`src/rtl/alu_writeback_pkg.sv`:
```
// Shared constants for the ALU writeback stage: static-bundle field offsets,
// link-address increment and writeback queue depth.
package alu_writeback_pkg;

  // Offsets of the control fields above the instruction address in the static bundle
  localparam int ST_WE_OFS   = 0;
  localparam int ST_LINK_OFS = 1;
  localparam int ST_DEST_OFS = 2;

  localparam int LINK_INC = 4;
  localparam int WB_DEPTH = 2;
  localparam int WB_CNT_W = $clog2(WB_DEPTH + 1);

endpackage

```
`src/rtl/alu_writeback_if.sv`:
```
// ALU-to-writeback handshake, register-file write port, bypass lookup and retire count.
// The master drives the ALU-side/RF-side inputs; the slave is the writeback stage.
interface alu_writeback_if #(
  parameter int OPERAND_SIZE     = 32,
  parameter int REG_ADDRESS_SIZE = 5,
  parameter int ADDRESS_SIZE     = 32
);
  localparam int SW = REG_ADDRESS_SIZE + 2 + ADDRESS_SIZE;

  logic                        in_valid;
  logic                        in_ready;
  logic [OPERAND_SIZE-1:0]     in_result;
  logic [SW-1:0]               in_static;
  logic                        rf_we;
  logic [REG_ADDRESS_SIZE-1:0] rf_waddr;
  logic [OPERAND_SIZE-1:0]     rf_wdata;
  logic                        rf_ready;
  logic [REG_ADDRESS_SIZE-1:0] fwd_query;
  logic                        fwd_hit;
  logic [OPERAND_SIZE-1:0]     fwd_data;
  logic [15:0]                 retired;

  modport master (
    output in_valid, in_result, in_static, rf_ready, fwd_query,
    input  in_ready, rf_we, rf_waddr, rf_wdata, fwd_hit, fwd_data, retired
  );

  modport slave (
    input  in_valid, in_result, in_static, rf_ready, fwd_query,
    output in_ready, rf_we, rf_waddr, rf_wdata, fwd_hit, fwd_data, retired
  );
endinterface

```
`src/rtl/alu_writeback_queue.sv`:
```
// wb_queue: 2-entry in-order queue, head at slot 0; entries visible one cycle after enqueue.
// Full flag comes from registered occupancy only; youngest matching writer wins the bypass lookup.
module wb_queue
  import alu_writeback_pkg::*;
#(
  parameter int DW = 32,
  parameter int AW = 5
) (
  input  logic          clk,
  input  logic          rst_n,
  input  logic          i_enq,
  input  logic          i_wr,
  input  logic [AW-1:0] i_dest,
  input  logic [DW-1:0] i_data,
  input  logic          i_deq,
  input  logic [AW-1:0] i_fwd_query,
  output logic          o_full,
  output logic          o_head_vld,
  output logic          o_head_wr,
  output logic [AW-1:0] o_head_dest,
  output logic [DW-1:0] o_head_data,
  output logic          o_fwd_hit,
  output logic [DW-1:0] o_fwd_data
);

  logic [WB_CNT_W-1:0] r_count;
  logic [WB_DEPTH-1:0] r_vld;
  logic [WB_DEPTH-1:0] r_wr;
  logic [AW-1:0]       r_dest [WB_DEPTH];
  logic [DW-1:0]       r_data [WB_DEPTH];
  logic                w_slot;

  // Enqueue is never offered when full, so the write slot is count or count-1.
  assign w_slot = i_deq ? 1'b0 : r_count[0];

  always_ff @(posedge clk or negedge rst_n) begin
    if (!rst_n) begin
      r_count <= '0;
      r_vld   <= '0;
      r_wr    <= '0;
      for (int i = 0; i < WB_DEPTH; i++) begin
        r_dest[i] <= '0;
        r_data[i] <= '0;
      end
    end else begin
      if (i_deq) begin
        r_vld[0]  <= r_vld[1];
        r_wr[0]   <= r_wr[1];
        r_dest[0] <= r_dest[1];
        r_data[0] <= r_data[1];
        r_vld[1]  <= 1'b0;
      end
      if (i_enq) begin
        r_vld[w_slot]  <= 1'b1;
        r_wr[w_slot]   <= i_wr;
        r_dest[w_slot] <= i_dest;
        r_data[w_slot] <= i_data;
      end
      r_count <= r_count + WB_CNT_W'(i_enq) - WB_CNT_W'(i_deq);
    end
  end

  assign o_full      = (r_count == WB_CNT_W'(WB_DEPTH));
  assign o_head_vld  = r_vld[0];
  assign o_head_wr   = r_wr[0];
  assign o_head_dest = r_dest[0];
  assign o_head_data = r_data[0];

  always_comb begin
    o_fwd_hit  = 1'b0;
    o_fwd_data = '0;
    if (i_fwd_query != '0) begin
      // Ascending scan so the younger slot overrides the older one.
      for (int i = 0; i < WB_DEPTH; i++) begin
        if (r_vld[i] && r_wr[i] && (r_dest[i] == i_fwd_query)) begin
          o_fwd_hit  = 1'b1;
          o_fwd_data = r_data[i];
        end
      end
    end
  end

endmodule

```
`src/rtl/alu_writeback.sv`:
```
// ALU writeback stage: link mux and write qualification into a 2-entry queue, RF write from head.
// 1-cycle latency to the RF port; in_ready drops at 2 queued entries; non-writing entries retire without rf_ready.
module alu_writeback
  import alu_writeback_pkg::*;
#(
  parameter int OPERAND_SIZE     = 32,
  parameter int REG_ADDRESS_SIZE = 5,
  parameter int ADDRESS_SIZE     = 32
) (
  input  logic             clk,
  input  logic             rst_n,
  alu_writeback_if.slave   wb
);

  logic [ADDRESS_SIZE-1:0]     w_addr;
  logic [ADDRESS_SIZE-1:0]     w_link_addr;
  logic                        w_we;
  logic                        w_link;
  logic [REG_ADDRESS_SIZE-1:0] w_dest;
  logic [OPERAND_SIZE-1:0]     w_enq_data;
  logic                        w_enq_wr;
  logic                        w_enq;
  logic                        w_deq;
  logic                        w_full;
  logic                        w_head_vld;
  logic                        w_head_wr;
  logic [REG_ADDRESS_SIZE-1:0] w_head_dest;
  logic [OPERAND_SIZE-1:0]     w_head_data;
  logic [15:0]                 r_retired;

  assign w_addr      = wb.in_static[ADDRESS_SIZE-1:0];
  assign w_we        = wb.in_static[ADDRESS_SIZE + ST_WE_OFS];
  assign w_link      = wb.in_static[ADDRESS_SIZE + ST_LINK_OFS];
  assign w_dest      = wb.in_static[ADDRESS_SIZE + ST_DEST_OFS +: REG_ADDRESS_SIZE];
  assign w_link_addr = w_addr + ADDRESS_SIZE'(LINK_INC);
  assign w_enq_data  = w_link ? OPERAND_SIZE'(w_link_addr) : wb.in_result;
  // Register 0 is hardwired, so a write to it is treated as a plain retire.
  assign w_enq_wr    = w_we && (w_dest != '0);

  assign wb.in_ready = !w_full;
  assign w_enq       = wb.in_valid && !w_full;
  assign w_deq       = w_head_vld && (!w_head_wr || wb.rf_ready);

  wb_queue #(
    .DW (OPERAND_SIZE),
    .AW (REG_ADDRESS_SIZE)
  ) u_queue (
    .clk         (clk),
    .rst_n       (rst_n),
    .i_enq       (w_enq),
    .i_wr        (w_enq_wr),
    .i_dest      (w_dest),
    .i_data      (w_enq_data),
    .i_deq       (w_deq),
    .i_fwd_query (wb.fwd_query),
    .o_full      (w_full),
    .o_head_vld  (w_head_vld),
    .o_head_wr   (w_head_wr),
    .o_head_dest (w_head_dest),
    .o_head_data (w_head_data),
    .o_fwd_hit   (wb.fwd_hit),
    .o_fwd_data  (wb.fwd_data)
  );

  assign wb.rf_we    = w_head_vld && w_head_wr;
  assign wb.rf_waddr = wb.rf_we ? w_head_dest : '0;
  assign wb.rf_wdata = wb.rf_we ? w_head_data : '0;

  always_ff @(posedge clk or negedge rst_n) begin
    if (!rst_n) begin
      r_retired <= '0;
    end else if (w_deq) begin
      r_retired <= r_retired + 16'd1;
    end
  end

  assign wb.retired = r_retired;

endmodule

```
`src/flat_wrapper.sv`:
```
// flat-port wrapper written by rule: the top's interface ports become plain ports
module alu_writeback_flat import alu_writeback_pkg::*;
#(
  parameter int OPERAND_SIZE     = 32,
  parameter int REG_ADDRESS_SIZE = 5,
  parameter int ADDRESS_SIZE     = 32
)
  (clk, rst_n, wb_in_valid, wb_in_result, wb_in_static, wb_rf_ready, wb_fwd_query, wb_in_ready, wb_rf_we, wb_rf_waddr, wb_rf_wdata, wb_fwd_hit, wb_fwd_data, wb_retired);
  alu_writeback_if #(.OPERAND_SIZE(OPERAND_SIZE), .REG_ADDRESS_SIZE(REG_ADDRESS_SIZE), .ADDRESS_SIZE(ADDRESS_SIZE)) wb_i ();
  input  logic clk;
  input  logic rst_n;
  input wire logic [$bits(wb_i.in_valid)-1:0] wb_in_valid;
  input wire logic [$bits(wb_i.in_result)-1:0] wb_in_result;
  input wire logic [$bits(wb_i.in_static)-1:0] wb_in_static;
  input wire logic [$bits(wb_i.rf_ready)-1:0] wb_rf_ready;
  input wire logic [$bits(wb_i.fwd_query)-1:0] wb_fwd_query;
  output wire logic [$bits(wb_i.in_ready)-1:0] wb_in_ready;
  output wire logic [$bits(wb_i.rf_we)-1:0] wb_rf_we;
  output wire logic [$bits(wb_i.rf_waddr)-1:0] wb_rf_waddr;
  output wire logic [$bits(wb_i.rf_wdata)-1:0] wb_rf_wdata;
  output wire logic [$bits(wb_i.fwd_hit)-1:0] wb_fwd_hit;
  output wire logic [$bits(wb_i.fwd_data)-1:0] wb_fwd_data;
  output wire logic [$bits(wb_i.retired)-1:0] wb_retired;
  assign wb_i.in_valid = wb_in_valid;
  assign wb_i.in_result = wb_in_result;
  assign wb_i.in_static = wb_in_static;
  assign wb_i.rf_ready = wb_rf_ready;
  assign wb_i.fwd_query = wb_fwd_query;
  assign wb_in_ready = wb_i.in_ready;
  assign wb_rf_we = wb_i.rf_we;
  assign wb_rf_waddr = wb_i.rf_waddr;
  assign wb_rf_wdata = wb_i.rf_wdata;
  assign wb_fwd_hit = wb_i.fwd_hit;
  assign wb_fwd_data = wb_i.fwd_data;
  assign wb_retired = wb_i.retired;
  alu_writeback #(.OPERAND_SIZE(OPERAND_SIZE), .REG_ADDRESS_SIZE(REG_ADDRESS_SIZE), .ADDRESS_SIZE(ADDRESS_SIZE)) u_core (.clk(clk), .rst_n(rst_n), .wb(wb_i));
endmodule
```
`config.mk`:
```
export PLATFORM = sky130hd
export DESIGN_NAME = alu_writeback_flat
export DESIGN_NICKNAME = d
export VERILOG_FILES = /design/src/rtl/alu_writeback_pkg.sv /design/src/rtl/alu_writeback_if.sv /design/src/rtl/alu_writeback_queue.sv /design/src/rtl/alu_writeback.sv /design/src/flat_wrapper.sv
export SDC_FILE = /design/constraint.sdc
export NUM_CORES = 1
export LEC_CHECK = 0
export ABC_AREA = 1
export CAP_MARGIN = 10
export CORE_MARGIN = 1
export CORE_UTILIZATION = 45
export DETAILED_ROUTE_END_ITERATION = 10
export GPL_TIMING_DRIVEN = 0
export PLACE_DENSITY_LB_ADDON = 0.15
export SLEW_MARGIN = 20
export SYNTH_ARGS = -nofsm -noshare
export SYNTH_HDL_FRONTEND = slang
export SYNTH_HIERARCHICAL = 1
export SYNTH_SLANG_ARGS = --single-unit
```
`constraint.sdc`:
```
create_clock -name clk -period 4.6 [get_ports clk]
set_clock_uncertainty 0.2 [all_clocks]
set_input_delay 0.69 -clock clk [delete_from_list [all_inputs] [get_ports clk]]
set_output_delay 0.69 -clock clk [all_outputs]
set_load 0.01 [all_outputs]
```
==> results of run 1 <==
## cells in the mapped netlist (2+ instances only)
| library cell | count | area (um^2) |
|---|---|---|
| nand2_1 | 254 | 953 |
| nor2_1 | 211 | 792 |
| inv_1 | 171 | 642 |
| o21ai_0 | 119 | 596 |
| dfrtp_1 | 96 | 2400 |
| nand3_1 | 44 | 220 |
| buf_4 | 38 | 285 |
| o22ai_1 | 35 | 219 |
| clkbuf_1 | 31 | 116 |
| nor2_4 | 11 | 124 |
| buf_2 | 8 | 40.0 |
| xnor2_1 | 8 | 70.1 |
| xor2_1 | 8 | 70.1 |
| nor2_2 | 6 | 37.5 |
| ha_1 | 5 | 62.6 |
| nand2_2 | 5 | 31.3 |
| nand4_1 | 5 | 31.3 |
| and2_1 | 4 | 25.0 |
| buf_6 | 3 | 33.8 |
| o211ai_1 | 3 | 22.5 |
| or2_2 | 3 | 18.8 |
| clkbuf_2 | 2 | 10.0 |
| inv_2 | 2 | 7.51 |
| nand2_4 | 2 | 22.5 |
| nor3_1 | 2 | 10.0 |
## cell families (layout without fill, tap and decap cells)
family | Yosys count | count (layout) | share of synthesized area [%]
AND/OR/NAND/NOR | 551 | 551 | 33.3
buffers and inverters | 259 | 442 | 16.8
AO/OA/AOI/OAI | 161 | 161 | 12.4
flip-flops | 96 | 96 | 34.6
XOR/XNOR | 16 | 16 | 2.02
adder cells (fa/ha/maj) | 5 | 5 | 0.902
## final cells by class
cell class | instances | area share [%]
Multi-Input combinational cell | 733 | 36.9
Sequential cell | 96 | 26.3
Timing Repair Buffer | 167 | 18.5
Inverter | 175 | 7.20
Buffer | 84 | 5.52
Tap cell | 188 | 2.57
Clock buffer | 9 | 2.46
Clock inverter | 7 | 0.575
## sequential cells by signal (all words and copies together) (netlist names)
signal,count
u_core/u_queue/r_data,32
u_core/u_queue/r_vld,2
u_core/u_queue/o_head_data,32
u_core/u_queue/r_count,2
u_core/u_queue/r_dest,5
u_core/u_queue/r_wr,2
u_core/u_queue/o_head_dest,5
u_core/wb.retired,16
## stage by stage
step                      hold slack, ns  setup TNS (ns)
after floorplan                    0.194               0
after global placement             0.285          -99.34
after detailed placement           0.292               0
after CTS                         0.0425               0
after global routing              0.0541               0
final                             0.0286               0
## power by group through the flow
stage	Clock, uW	Sequential, uW	Combinational (uW)
finish	715	1520	2170
global route	756	1570	2420
floorplan	0	1460	1380
detailed placement	0	1530	2150
global placement	0	1520	2110
CTS	724	1510	2160
## per-layer routing
| layer | global-route usage (%) | part of all wire (%) | vias to the layer above | wire (um) |
|---|---|---|---|---|
| met4 | 8.65 | 2.0 | 0 | 430 |
| met5 | 0 | 0 | - | 0 |
| met2 | 44.9 | 47 | 323 | 10100 |
| li1 | - | - | 3661 | - |
| met3 | 4.50 | 7.4 | 28 | 1590 |
| met1 | 35.8 | 43 | 3319 | 9230 |
## final timing paths
check                                                                end  slack [ns]                         startpoint  cells after the start
worst max-delay path               u_core/u_queue/r_data[22]$_DFFE_PN0P_        0.39                        wb_rf_ready                     14
worst min-delay path             u_core/u_queue/o_head_dest[2]$_DFF_PN0_        0.03                              rst_n                      1
worst max register to register     u_core/u_queue/r_data[22]$_DFFE_PN0P_        0.83   u_core/u_queue/r_wr[0]$_DFF_PN0_                     12
worst min register to register         u_core/u_queue/r_vld[1]$_DFF_PN0_        0.31  u_core/u_queue/r_vld[1]$_DFF_PN0_                      2
max in group asynchronous       u_core/u_queue/o_head_data[17]$_DFF_PN0_        3.56                              rst_n                      2
min in group clk                       u_core/u_queue/r_vld[1]$_DFF_PN0_        0.31  u_core/u_queue/r_vld[1]$_DFF_PN0_                      2
==> out/results.txt, run 1 <==
RSZ-0062 raised after global routing -> false
fin crit period -> 4.21 ns
htree depth -> 3
largest net degree at the start of global routing -> 62
drt first pass iters -> 5
vias per inst -> 5.02
CTS root buf -> clkbuf_16
synth warn -> 6
Slew headroom -> 56.5%
total core area -> 15,100 um^2
total gr overflow -> 0
Cell Area, Placed -> 8860 um^2
nets -> 1,351
cell family with the largest share of critical-path delay -> buffers and inverters
first-pass GRT wire length -> 33.8 mm
DRC -> 0
worst-path maximum fanout -> 10
CTS Buf Count -> 9
maximum VDD drop -> 0.250 mV
Synth cell types -> 37
most common cell after layout, fill and taps aside -> nand2_1
Final Util -> 60.4%
Max stage delay cell, worst path -> clkbuf_1
I/O pin total -> 168
initial antenna violation count -> 0
Port Buffers -> 166
clock share of power -> 16.2%
Clock Tree Buf Depth -> 2
initial core utilization -> 45.8%
Post-Syn Instances -> 1,088
P_leak -> 0.00455 uW
max-slew violations -> 0
final worst-path setup slack -> 0.391 ns
n_diodes -> 0
period utilisation layout -> 91.5%
Final setup viols -> 0
Hold/Removal Path Class -> in -> async
Area Growth Syn to Fin -> 31.8%
ys async rst share -> 100%
Critical Path AT -> 4.28 ns
share of cells above drive strength 1 -> 8.03%
FMAX -> 238 MHz
outcome -> complete, no violations
Worst setup SP type -> input port
HPWL after DPL -> 16.3 mm
sw power -> 1850 uW
number of enable flip-flop cells after synthesis -> 0
Post-DRT Antenna Nets -> 0
Reg clk slew, reported paths -> 0.07 ns
Primary FF master, synth -> dfrtp_1
Sequential Power Share -> 34.5%
Vias -> 7,331
post_cts resized -> 0
fin cells -> 1,459
CP Class -> in -> reg
filler cell count in the final layout -> 1,482
GRT Util Overall -> 27.0%
CP max stage delay -> 0.51 ns
hold bufs inserted after CTS -> 0
Setup crit end kind -> register
DRT iter0 DRCs -> 584
Int Power -> 2560 uW
placed cells -> 1,443
num rows -> 45
pwr dens -> 482 nW/um^2
Syn Nets -> 1,173
GP Congestion -> 0.922
fin area -> 9140 um^2
multi-input logic area -> 3370 um^2
Seq/Total Area, Yosys -> 34.6%
Gate power share -> 49.3%
Die ar. -> 15,900 um^2
slew at the pin closest to its max-slew limit -> 0.652 ns
CTS tree -> done
critical path required time -> 4.67 ns
Max Cap Viol -> 0
#FFs+latches synth -> 96
mean routed wirelength per cell -> 14.6 um
DRT Wirelength -> 21.3 mm
switching part of the total -> 42.0%
Sink Count -> 96
Die W -> 126 um
Post-CTS Setup Inserts -> 0
Clk Latency, worst-skew pair -> 0.34 ns
Buf/Inv on CP -> 8
Die H -> 126 um
mapped cell area -> 6940 um^2
Final Hold Vio Count -> 0
power consumption -> 4410 uW
FF/Latch Area -> 2400 um^2
most frequent cells in the layout -> 254 x nand2_1, 211 x nor2_1, 171 x inv_1
Setup WS pre-CTS -> 0.151 ns
Mean Syn Cell Area -> 6.38 um^2
cells along the critical path -> clkdlybuf4s50_1 > inv_1 > nand2_1 > nand2_2 > inv_1 > buf_2 > clkinv_1 > clkbuf_1 > ha_1 > nand2_1 > clkbuf_1 > clkbuf_1 > nand2_1 > o21ai_0
vias in the first global route -> 6,610
No activity file was read; power rests on OpenSTA's default activity.
==> run 2, diff against run 1 <==
SLEW_MARGIN = unset   (was 20)
clock period = 4.98 ns   (was 4.6 ns; I/O delays follow)
==> out/results.txt, run 2 (synthesis gave the netlist of run 1 again) <==
outcome -> complete, no violations
slew at the pin closest to its max-slew limit -> 0.741 ns (+0.0885 ns)
most common cell after layout, fill and taps aside -> nand2_1
R2R cell count -> 12 (unchanged)
DRT Wirelength -> 21.4 mm (+0.22%)
Max stage delay cell, worst path -> clkbuf_1
RSZ-0062 raised after global routing -> false
Vias -> 7,316 (-0.20%)
pwr dens -> 446 nW/um^2 (-7.5%)
worst-path maximum fanout -> 10 (unchanged)
first-pass GRT wire length -> 33.8 mm (-0.10%)
GP Congestion -> 0.922 (unchanged)
filler cell count in the final layout -> 1,509 (+1.8%)
largest net degree at the start of global routing -> 62 (unchanged)
Final setup viols -> 0 (unchanged)
P_leak -> 0.00455 uW (about the same)
Area Growth Syn to Fin -> 31.7% (about the same)
FF-to-FF setup slack -> 1.19 ns (+0.36 ns)
hold bufs inserted after CTS -> 0 (unchanged)
multi-input logic area -> 3370 um^2 (unchanged)
Clk Latency, worst-skew pair -> 0.35 ns (about the same)
drt first pass iters -> 6 (+1)
CTS Buf Count -> 9 (unchanged)
Cell Area, Placed -> 8860 um^2 (about the same)
initial core utilization -> 45.8% (unchanged)
reg2reg end -> u_core/u_queue/r_data[21]$_DFFE_PN0P_
reg2reg start -> u_core/u_queue/r_wr[0]$_DFF_PN0_
num rows -> 45 (unchanged)
FMAX -> 234 MHz
Die W -> 126 um (unchanged)
Max Cap Viol -> 0 (unchanged)
Post-DRT Antenna Nets -> 0 (unchanged)
CP Class -> in -> reg
Setup crit end kind -> register
maximum VDD drop -> 0.218 mV (-13%)
total core area -> 15,100 um^2 (unchanged)
Final Hold Vio Count -> 0 (unchanged)
mean routed wirelength per cell -> 14.6 um (+0.22%)
Sink Count -> 96 (unchanged)
DRC -> 0 (unchanged)
Reg clk slew, reported paths -> 0.07 ns (about the same)
most frequent cells in the layout -> 254 x nand2_1, 211 x nor2_1, 171 x inv_1
fin crit period -> 4.27 ns
TNS Setup -> 0 ns (unchanged)
cells along the critical path -> clkdlybuf4s50_1 > inv_1 > nand2_1 > nand2_2 > inv_1 > buf_2 > clkinv_1 > clkbuf_1 > ha_1 > nand2_1 > clkbuf_1 > clkbuf_1 > nand2_1 > o21ai_0
Worst setup SP type -> input port
GRT Util Overall -> 27.1% (+0.097 points)
vias in the first global route -> 6,628 (+0.27%)
final worst-path setup slack -> 0.712 ns (+0.321 ns)
initial antenna violation count -> 0 (unchanged)
FF/Latch Area -> 2400 um^2 (unchanged)
nets -> 1,351 (unchanged)
CTS tree -> done
Die ar. -> 15,900 um^2 (unchanged)
Slew headroom -> 50.6% (-5.9 points)
Min Hold Slack -> 0.155 ns (+0.126 ns)
total gr overflow -> 0 (unchanged)
critical path required time -> 5.04 ns (+0.37 ns)
I/O pin total -> 168 (unchanged)
DRT iter0 DRCs -> 554 (-5.1%)
period utilisation layout -> 85.7%
Critical Path AT -> 4.33 ns (+0.05 ns)
CP max stage delay -> 0.51 ns (about the same)
Post-CTS Setup Inserts -> 0 (unchanged)
CTS root buf -> clkbuf_16
Port Buffers -> 166 (unchanged)
Die H -> 126 um (unchanged)
Setup WS pre-CTS -> 0.504 ns (+0.353 ns)
post_cts resized -> 0 (unchanged)
htree depth -> 3 (unchanged)
Hold/Removal Path Class -> in -> async
HPWL after DPL -> 16.3 mm (-0.27%)
vias per inst -> 5.01 (-0.20%)
Clock Tree Buf Depth -> 2 (unchanged)
power consumption -> 4080 uW (-7.5%)
n_diodes -> 0 (unchanged)
fin area -> 9140 um^2 (about the same)
share of cells above drive strength 1 -> 8.03% (unchanged)
max-slew violations -> 0 (unchanged)
## run 2: cell counts in the layout (fill, tap and decap cells not counted)
No cell type changed its count.
## run 2: worst max path at each step
| stage | from | endpoint | slack, ns | cells after the start |
|---|---|---|---|---|
| 2_1_floorplan | wb_rf_ready | u_core/u_queue/r_data[14]$_DFFE_PN0P_ | 2.03 | 13 |
| 3_3_place_gp | rst_n | u_core/u_queue/r_data[18]$_DFFE_PN0P_ | -0.72 | 1 |
| 3_5_place_dp | wb_rf_ready | u_core/u_queue/r_data[18]$_DFFE_PN0P_ | 0.50 | 14 |
| 4_1_cts | wb_rf_ready | u_core/u_queue/r_data[21]$_DFFE_PN0P_ | 0.82 | 14 |
| 5_1_grt | wb_rf_ready | u_core/u_queue/r_data[21]$_DFFE_PN0P_ | 0.60 | 14 |
| 6_report | wb_rf_ready | u_core/u_queue/r_data[21]$_DFFE_PN0P_ | 0.71 | 14 |
## run 2: power breakdown
| part | internal [uW] | switching [uW] |
|---|---|---|
| combinational | 898 | 1110 |
| clock | 344 | 317 |
| sequential | 1120 | 289 |
## run 2: metrics by stage
stage	instances	utilization, %
4_1_cts	1459	60.3
3_3_place_gp	1442	58.3
2_1_floorplan	1088	-
3_5_place_dp	1443	58.5
6_report	1459	60.3
5_1_grt	1459	60.3
## run 2: final cells by class
type | count | area share, %
multi-input cells | 733 | 36.9
flip-flops and latches | 96 | 26.3
repair buffers | 167 | 18.5
inverters | 175 | 7.20
plain buffers | 84 | 5.52
well taps | 188 | 2.57
clock buffers | 9 | 2.46
clock inverters | 7 | 0.575
## run 2: metal layers
layer  global-route usage [%]  vias up  wire length, um
met3                     4.76       31             1590
met1                     35.7     3279             9150
met5                        0        -                0
li1                         -     3665                -
met2                     45.5      341            10300
met4                     8.15        0              342
## run 2: worst max-delay path: cells and delay by family
| family | cells | cell delay, ns |
|---|---|---|
| fa+ha+maj | 1 | 0.31 |
| compound gates | 1 | 0.11 |
| simple gates | 4 | 0.52 |
| buf+inv | 8 | 2.62 |
